===== src/rtl/booth_mul_32.sv =====
// booth_mul_32 -- sequential radix-4 Booth multiplier, 32x32 -> 64 (HI/LO).
// One Booth partial product is accumulated per clock into a 66-bit sum.
// Optional feature macro: BOOTH_UNSIGNED_EN adds the mul_unsigned port and
// the 17th iteration needed for a zero-extended unsigned multiplier.
module booth_mul_32 (
  input  logic        clk,
  input  logic        clr,
  input  logic        start,
  input  logic [31:0] a,
  input  logic [31:0] b,
`ifdef BOOTH_UNSIGNED_EN
  input  logic        mul_unsigned,
`endif
  output logic        busy,
  output logic        done,
  output logic [31:0] hi,
  output logic [31:0] lo
);

  typedef enum logic [1:0] {
    S_IDLE,
    S_RUN,
    S_DONE
  } state_t;

  state_t      r_state;
  logic [4:0]  r_cnt;
  logic [65:0] r_acc;
  logic [65:0] r_mcand;
  logic [34:0] r_mplr;
  logic        r_busy;
  logic        r_done;
  logic [31:0] r_hi;
  logic [31:0] r_lo;

  logic        w_extA;
  logic        w_extB;
  logic [4:0]  w_last;
  logic [2:0]  w_trip;
  logic [65:0] w_mag;
  logic        w_neg;
  logic [65:0] w_addend;
  logic [65:0] w_sum;

`ifdef BOOTH_UNSIGNED_EN
  logic        r_unsigned;

  // Operand extension follows the requested mode; unsigned needs one extra step.
  always_comb begin
    w_extA = a[31] & ~mul_unsigned;
    w_extB = b[31] & ~mul_unsigned;
    w_last = r_unsigned ? 5'd16 : 5'd15;
  end
`else
  // Signed-only build: operands are always sign-extended, 16 steps.
  always_comb begin
    w_extA = a[31];
    w_extB = b[31];
    w_last = 5'd15;
  end
`endif

  // Recode the low multiplier triplet into 0, +-A, +-2A and add it to the sum.
  always_comb begin
    w_trip = r_mplr[2:0];
    w_mag  = '0;
    w_neg  = 1'b0;
    case (w_trip)
      3'b001, 3'b010: w_mag = r_mcand;
      3'b011:         w_mag = {r_mcand[64:0], 1'b0};
      3'b100: begin
        w_mag = {r_mcand[64:0], 1'b0};
        w_neg = 1'b1;
      end
      3'b101, 3'b110: begin
        w_mag = r_mcand;
        w_neg = 1'b1;
      end
      default: begin
        w_mag = '0;
        w_neg = 1'b0;
      end
    endcase
    w_addend = w_neg ? ~w_mag : w_mag;
    w_sum    = r_acc + w_addend + {65'd0, w_neg};
  end

  // Control FSM plus datapath registers; clr overrides everything.
  always_ff @(posedge clk) begin
    if (clr) begin
      r_state   <= S_IDLE;
      r_cnt     <= '0;
      r_acc     <= '0;
      r_mcand   <= '0;
      r_mplr    <= '0;
      r_busy    <= 1'b0;
      r_done    <= 1'b0;
      r_hi      <= '0;
      r_lo      <= '0;
`ifdef BOOTH_UNSIGNED_EN
      r_unsigned <= 1'b0;
`endif
    end else begin
      case (r_state)
        S_IDLE: begin
          r_done <= 1'b0;
          if (start) begin
            r_acc   <= '0;
            r_cnt   <= '0;
            r_mcand <= {{34{w_extA}}, a};
            r_mplr  <= {w_extB, w_extB, b, 1'b0};
`ifdef BOOTH_UNSIGNED_EN
            r_unsigned <= mul_unsigned;
`endif
            r_busy  <= 1'b1;
            r_state <= S_RUN;
          end
        end
        S_RUN: begin
          r_acc   <= w_sum;
          r_mcand <= {r_mcand[63:0], 2'b00};
          r_mplr  <= {2'b00, r_mplr[34:2]};
          if (r_cnt == w_last) begin
            r_hi    <= w_sum[63:32];
            r_lo    <= w_sum[31:0];
            r_busy  <= 1'b0;
            r_done  <= 1'b1;
            r_state <= S_DONE;
          end else begin
            r_cnt <= r_cnt + 5'd1;
          end
        end
        S_DONE: begin
          r_done  <= 1'b0;
          r_state <= S_IDLE;
        end
        default: begin
          r_busy  <= 1'b0;
          r_done  <= 1'b0;
          r_state <= S_IDLE;
        end
      endcase
    end
  end

  assign busy = r_busy;
  assign done = r_done;
  assign hi   = r_hi;
  assign lo   = r_lo;

endmodule


===== config.mk =====
export PLATFORM = sky130hd
export DESIGN_NAME = booth_mul_32
export DESIGN_NICKNAME = d
export VERILOG_FILES = /design/src/rtl/booth_mul_32.sv
export SDC_FILE = /design/constraint.sdc
export NUM_CORES = 1
export LEC_CHECK = 0
export ABC_AREA = 1
export CAP_MARGIN = 20
export CORE_MARGIN = 10
export CORE_UTILIZATION = 50
export CTS_CLUSTER_SIZE = 28
export DETAILED_ROUTE_END_ITERATION = 7
export DONT_BUFFER_PORTS = 1
export MAX_ROUTING_LAYER = met4
export PLACE_DENSITY = 0.65
export SLEW_MARGIN = 20
export SYNTH_ARGS = -nofsm -noshare
export SYNTH_HDL_FRONTEND = slang
export SYNTH_SLANG_ARGS = --single-unit

===== constraint.sdc =====
create_clock -name clk -period 2.9 [get_ports clk]
set_clock_uncertainty 0.05 [all_clocks]
set_input_delay 0.145 -clock clk [delete_from_list [all_inputs] [get_ports clk]]
set_output_delay 0.145 -clock clk [all_outputs]
set_load 0.05 [all_outputs]

## Yosys cells after proc, flatten, opt, wreduce, memory -nomap -nowiden

Index checks and enable logic that the tools add are counted.

| storage, ports and cells | value |
|---|---|
| register bits after elaboration | 240 |
| input port bits | 67 |
| output and inout bits | 66 |
| logic and storage cells | 56 |

| cells by class | value |
|---|---|
| add/sub/neg operators | 3 |
| equality and inequality tests | 12 |
| muxes and demuxes | 18 |
| bitwise operators | 3 |
| reductions and logical operators | 11 |

Operator list:

| cell | number |
|---|---|
| one-hot mux 66 bit (2 select lines) | 3 |
| two-way mux 66 bit | 3 |
| one-hot mux 35 bit (2 select lines) | 1 |
| adder 66 x 1 -> 66 bit | 1 |
| adder 66 bit | 1 |
| inverter 66 bit | 1 |
| two-way mux 35 bit | 1 |
| two-way mux 5 bit | 2 |
| one-hot mux 5 bit (2 select lines) | 1 |
| equality test 3 bit (second input constant) | 3 |
| equality test 3 x 2 -> 1 bit (second input constant) | 2 |
| inequality test 2 bit (second input constant) | 3 |
| AND reduction 2 bit | 3 |
| AND reduction 3 bit | 2 |
| adder 5 x 1 -> 5 bit (second input constant) | 1 |
| equality test 5 x 4 -> 1 bit (second input constant) | 1 |
| two-way mux 2 bit | 2 |
| one-hot mux 2 bit (2 select lines) | 1 |
| OR reduction 2 bit | 2 |
| OR reduction 4 bit | 1 |
| equality test 3 x 1 -> 1 bit (second input constant) | 1 |
| two-way mux 1 bit | 3 |
| one-hot mux 1 bit (3 select lines) | 1 |
| OR reduction 3 bit | 1 |
| 5 further kinds | 6 |

## Longest topological paths before layout

| logic depth | value |
|---|---|
| depth in word-level cells | 8 |
| gate-level depth with buffers | 25 |

## Worst setup path after synthesis

OpenSTA, ideal clock, no wires.

| timing path | value |
|---|---|
| path kind | reg-to-reg |
| start | register r_mplr[1] |
| end | register r_lo[28] (netlist: lo[28]) |
| data arrival time | 2.925 ns |
| data required time | 2.733 ns |
| slack | -0.191 ns |
| cell stages (with the launch flop) | 22 |
| path buffers | 2 |
| clock period less this slack | 3.091 ns |
| cell sequence | dfxtp_1 inv_1 nand2_4 mux2_2 buf_2 buf_1 o22ai_1 xor2_1 fa_1 nand3_1 nand2_1 nand2_1 nand2_1 a21oi_2 inv_1 nand2_1 nand2_1 or2_1 nand2_1 nand2_1 o211ai_1 inv_1 |

| on the way | value |
|---|---|
| longest elaborated chain between the ends | 7 |

Ends and longest elaborated chain:

| what | RTL line | source |
|---|---|---|
| start: declaration | 30 | `logic [34:0] r_mplr;` |
| start signal: assignment | 111 | `r_mplr <= {w_extB, w_extB, b, 1'b0};` |
| start signal: assignment | 122 | `r_mplr <= {2'b00, r_mplr[34:2]};` |
| equality test 3 bit (tied with other cells) | 68 | `case (w_trip)` |
| OR reduction 4 bit (no line) or OR reduction 2 bit (tied branches) | - |  |
| one-hot mux 66 bit (2 select lines) | 68 |  |
| inverter 66 bit | 84 | `w_addend = w_neg ? ~w_mag : w_mag;` |
| two-way mux 66 bit | 84 |  |
| adder 66 bit | 85 | `w_sum = r_acc + w_addend + {65'd0, w_neg};` |
| adder 66 x 1 -> 66 bit (*) | 85 |  |
| end signal: assignment | 125 | `r_lo <= w_sum[31:0];` |
| end: declaration | 34 | `logic [31:0] r_lo;` |

Every way passes the cells marked *; elsewhere a longest branch is shown, timed or not.
A chain may end at the register's enable or synchronous reset.

## Worst setup path after layout

| timing path | value |
|---|---|
| start | register r_mplr[0] |
| end | register r_acc[44] |

| on the way | value |
|---|---|
| longest elaborated chain between the ends | 8 |

Ends and longest elaborated chain:

| what | RTL line | source |
|---|---|---|
| equality test 3 bit (tied with other cells) | 68 |  |
| OR reduction 4 bit (no line) or OR reduction 2 bit (tied branches) | - |  |
| one-hot mux 66 bit (2 select lines) | 68 |  |
| inverter 66 bit | 84 |  |
| two-way mux 66 bit | 84 |  |
| adder 66 bit | 85 |  |
| adder 66 x 1 -> 66 bit (*) | 85 |  |
| one-hot mux 66 bit (2 select lines) (*) | 104 | `case (r_state)` |
| end signal: assignment | 120 | `r_acc <= w_sum;` |
| end: declaration | 28 | `logic [65:0] r_acc;` |

Marks and branches as above.

==> impl_metrics.env <==
export IMPL_drive_above_1_share=0.302
export IMPL_drv_slew=0
export IMPL_netlist_area_um2=14800
export IMPL_postLayoutCellArea_um2=21100
export IMPL_io_buffers=0
export IMPL_ant_nets=0
export IMPL_cts_buffers=27
export IMPL_place_congestion=0.960
export IMPL_synth_largest_area_cell="dfxtp_1"
export IMPL_placedCellCount=2824
export IMPL_power_density_nw_per_um2=503
export IMPL_rows=63
export IMPL_finalNetCount=2697
export IMPL_cts_num_sinks=235
export IMPL_whs_ns=0.0275
export IMPL_areaGrowthSynthToFinish_pct=42.0
export IMPL_root_buffer="clkbuf_16"
export IMPL_synth_edf_count=0
export IMPL_grt_pass1_vias=16000
export IMPL_path_max_fanout=22
export IMPL_ys_types=53
export IMPL_grt_overflow_total=0
export IMPL_setup_viol=113
export IMPL_finalHoldViolCount=0
export IMPL_avgRoutedWirePerCell_um=19.2
export IMPL_failed_checks="negative setup slack"
export IMPL_timing_rr_start="r_mplr[0]$_SDFFE_PP0P_"
export IMPL_min_path_type="in2reg"
export IMPL_synth_main_ff_cell="dfxtp_1"
export IMPL_avgSynthCellArea_um2=6.77
export IMPL_die_height_um=192
export IMPL_synthTopCellsByCount="563 x nand2_1, 235 x dfxtp_1, 215 x a21oi_1"
export IMPL_irDropWorstVdd_v=0.000493
export IMPL_crit_type="reg2reg"
export IMPL_postSynth_asyncResetShare=0
export IMPL_die_w_um=192
export IMPL_antenna_found_initial=2
export IMPL_htreeDepth=1
export IMPL_initial_core_util=0.504
export IMPL_grt_max_degree=143
export IMPL_cp_cell_sequence="inv_2 > nand2_4 > mux2_4 > buf_12 > o22ai_1 > xor2_1 > ha_1 > nand2_1 > nand2_1 > o21bai_1 > a21boi_2 > nor2_2 > o21ai_1 > nand3b_1 > or2_1 > nand3_1 > a21oi_1"
export IMPL_fmax_mhz=293
export IMPL_synth_top_family_by_area="simple AND/OR/NAND/NOR gates"
export IMPL_final_cells=2972
export IMPL_synthSimpleGateAreaFrac=0.248
export IMPL_worst_setup_path_start_kind="flip-flop"
export IMPL_yosys_top_cells_area="dfxtp_1 32%, nand2_1 14%, a21oi_1 7.2%, ha_1 5.9%, inv_1 5.3%"
export IMPL_grt_pass1_wl_um=88200
export IMPL_grt_use_total=0.307
export IMPL_vias=16700
export IMPL_clockBufferDepth=3
export IMPL_end_kind="flip-flop"
export IMPL_cp_required_ns=3.27
export IMPL_rsz0062_at_grt="yes"
export IMPL_drt_first_pass_iters=6
export IMPL_path_clk_slew_ns=0.06
export IMPL_tightestPinTransition_ns=0.826
export IMPL_yosysWarnings=0
export IMPL_pin_count=133
export IMPL_cpMostUsedCell="nand2_1"
export IMPL_final_setup_worst_slack_ns=-0.513
export IMPL_startpoint="r_mplr[0]$_SDFFE_PP0P_"
export IMPL_synth_area_mux_share=0.000758
export IMPL_yosys_area_share_xor_xnor=0.0566
export IMPL_hpwl_um=40300
export IMPL_arrival_ns=3.78
export IMPL_yosysSeqAreaShare=0.317
export IMPL_status="finished with violations"
export IMPL_synth_top_area_frac=0.317
export IMPL_slowest_stage="dfxtp_4"
export IMPL_drv_cap=0
export IMPL_post_route_drc_count=0
export IMPL_cts_tree="built"
export IMPL_synth_cells=2192
export IMPL_synth_most_common_cell="nand2_1"
export IMPL_ys_ff_latch=235
export IMPL_fillers=2425
export IMPL_synth_compound_area_frac=0.233
export IMPL_synth_nets=2330
export IMPL_slowest_delay_ns=0.36
export IMPL_vias_per_cell=5.61
export IMPL_leakagePower_nw=9.07
export IMPL_die_area_um2=37000
export IMPL_synth_adder_area_share=0.0603
export IMPL_drt_total_wl_um=57000
export IMPL_core_um2=29500
export IMPL_min_from="clr"
export IMPL_place_area_um2=17700
export IMPL_slew_headroom=0.449
export IMPL_finalCritPeriodShare=1.18
export IMPL_drt_initial_drc_count=1616
export IMPL_clock_latency_ns=0.57
export IMPL_post_route_util=0.715
export IMPL_fin_crit_ns=3.41
## repair_timing
action	4_1_cts	5_1_grt
pin swaps	58	26
endpoints found under the setup margin	116	118
hold buffers	66	0
gates cloned	1	0
endpoints found under the hold margin	181	0
resized for setup	264	88
setup buffers	18	10
## layout make-up
type	instances	area (um2)	share of cell area
diodes	2	5.00	0.000237
clock buffers	34	732	0.0347
clock inverters	16	181	0.00860
inverters	220	828	0.0393
multi-input cells	1632	10500	0.496
flip-flops and latches	235	4710	0.223
well taps	390	488	0.0231
repair buffers	443	3690	0.175
## power by group
group	leakage, nW	internal (W)	total [W]	switching [W]
registers	1.92	0.00342	0.00356	0.000142
clock network	0.447	0.00207	0.00354	0.00147
logic	6.71	0.00154	0.00350	0.00195
total	9.07	0.00703	0.0106	0.00357
## layer usage
layer  vias up  global-route usage  share of wire
li1       8049                   -              -
met1      7821               0.423           0.46
met2       707               0.461           0.44
met3        91              0.0493          0.079
met4         0              0.0766          0.027
met5         -                   -              0
## critical path: cells and delay by family, from the launching register on
family          cells  cell delay, ns
simple gates        7            0.95
compound gates      5            0.78
flops               1            0.36
fa+ha+maj           1            0.33
mux                 1            0.32
buf+inv             2            0.24
xor+xnor            1            0.24
## cells in the final DEF, fill, tap and decap left out, types with 37 or more instances in the layout
cell           netlist  routed
ha_1                70      49
inv_1              211     198
o211ai_1            37      37
nand3_1             69      59
buf_4                0     358
nand2_2             21      45
nand2_1            563     532
nor2_1             136      85
nor2_2              15      51
a31oi_1             65      64
dfxtp_1            235     233
a21oi_1            215     157
xor2_1              88      64
dlygate4sd3_1        0      65
a21oi_2              3      53
o21ai_0            133      97
## through the flow
step | setup slack, ns | power, W | TNS, ns
2_1_floorplan | 0.000721 | 0.00518 | 0
3_3_place_gp | -0.801 | 0.00640 | -54.20
3_5_place_dp | -0.849 | 0.00644 | -62.83
4_1_cts | -0.457 | 0.0104 | -31.74
5_1_grt | -0.659 | 0.0110 | -56.90
6_report | -0.513 | 0.0106 | -38.03
## cells by family (layout without fill, tap and decap cells)
| kind of cell | count (synthesis) | count (layout) |
|---|---|---|
| and+or+nand+nor | 868 | 868 |
| DFF | 235 | 235 |
| other | 0 | 2 |
| AOI/OAI and AO/OA | 595 | 595 |
| xor gates and xnor gates | 96 | 96 |
| buffers and inverters | 326 | 713 |
| muxes | 1 | 2 |
| adders and majority gates | 71 | 71 |
## flip-flops by register name, indices dropped and copies added (netlist names)
signal and flops:
hi 32, done 1, r_mplr 34, r_cnt 5, r_acc 64, r_mcand 64, r_state 2, lo 32
busy 1
## worst paths after layout
| path | cells past startpoint | slack, ns | endpoint |
|---|---|---|---|
| worst max register to register | 17 | -0.51 | r_acc[44]$_SDFFE_PP0P_ |
| worst min-delay path | 2 | 0.03 | r_cnt[4]$_SDFFE_PP0P_ |
| worst min register to register | 2 | 0.42 | r_mcand[10]$_SDFFE_PP0P_ |
| worst max-delay path | 17 | -0.51 | r_acc[44]$_SDFFE_PP0P_ |
Power figures use the tool's default switching activity.
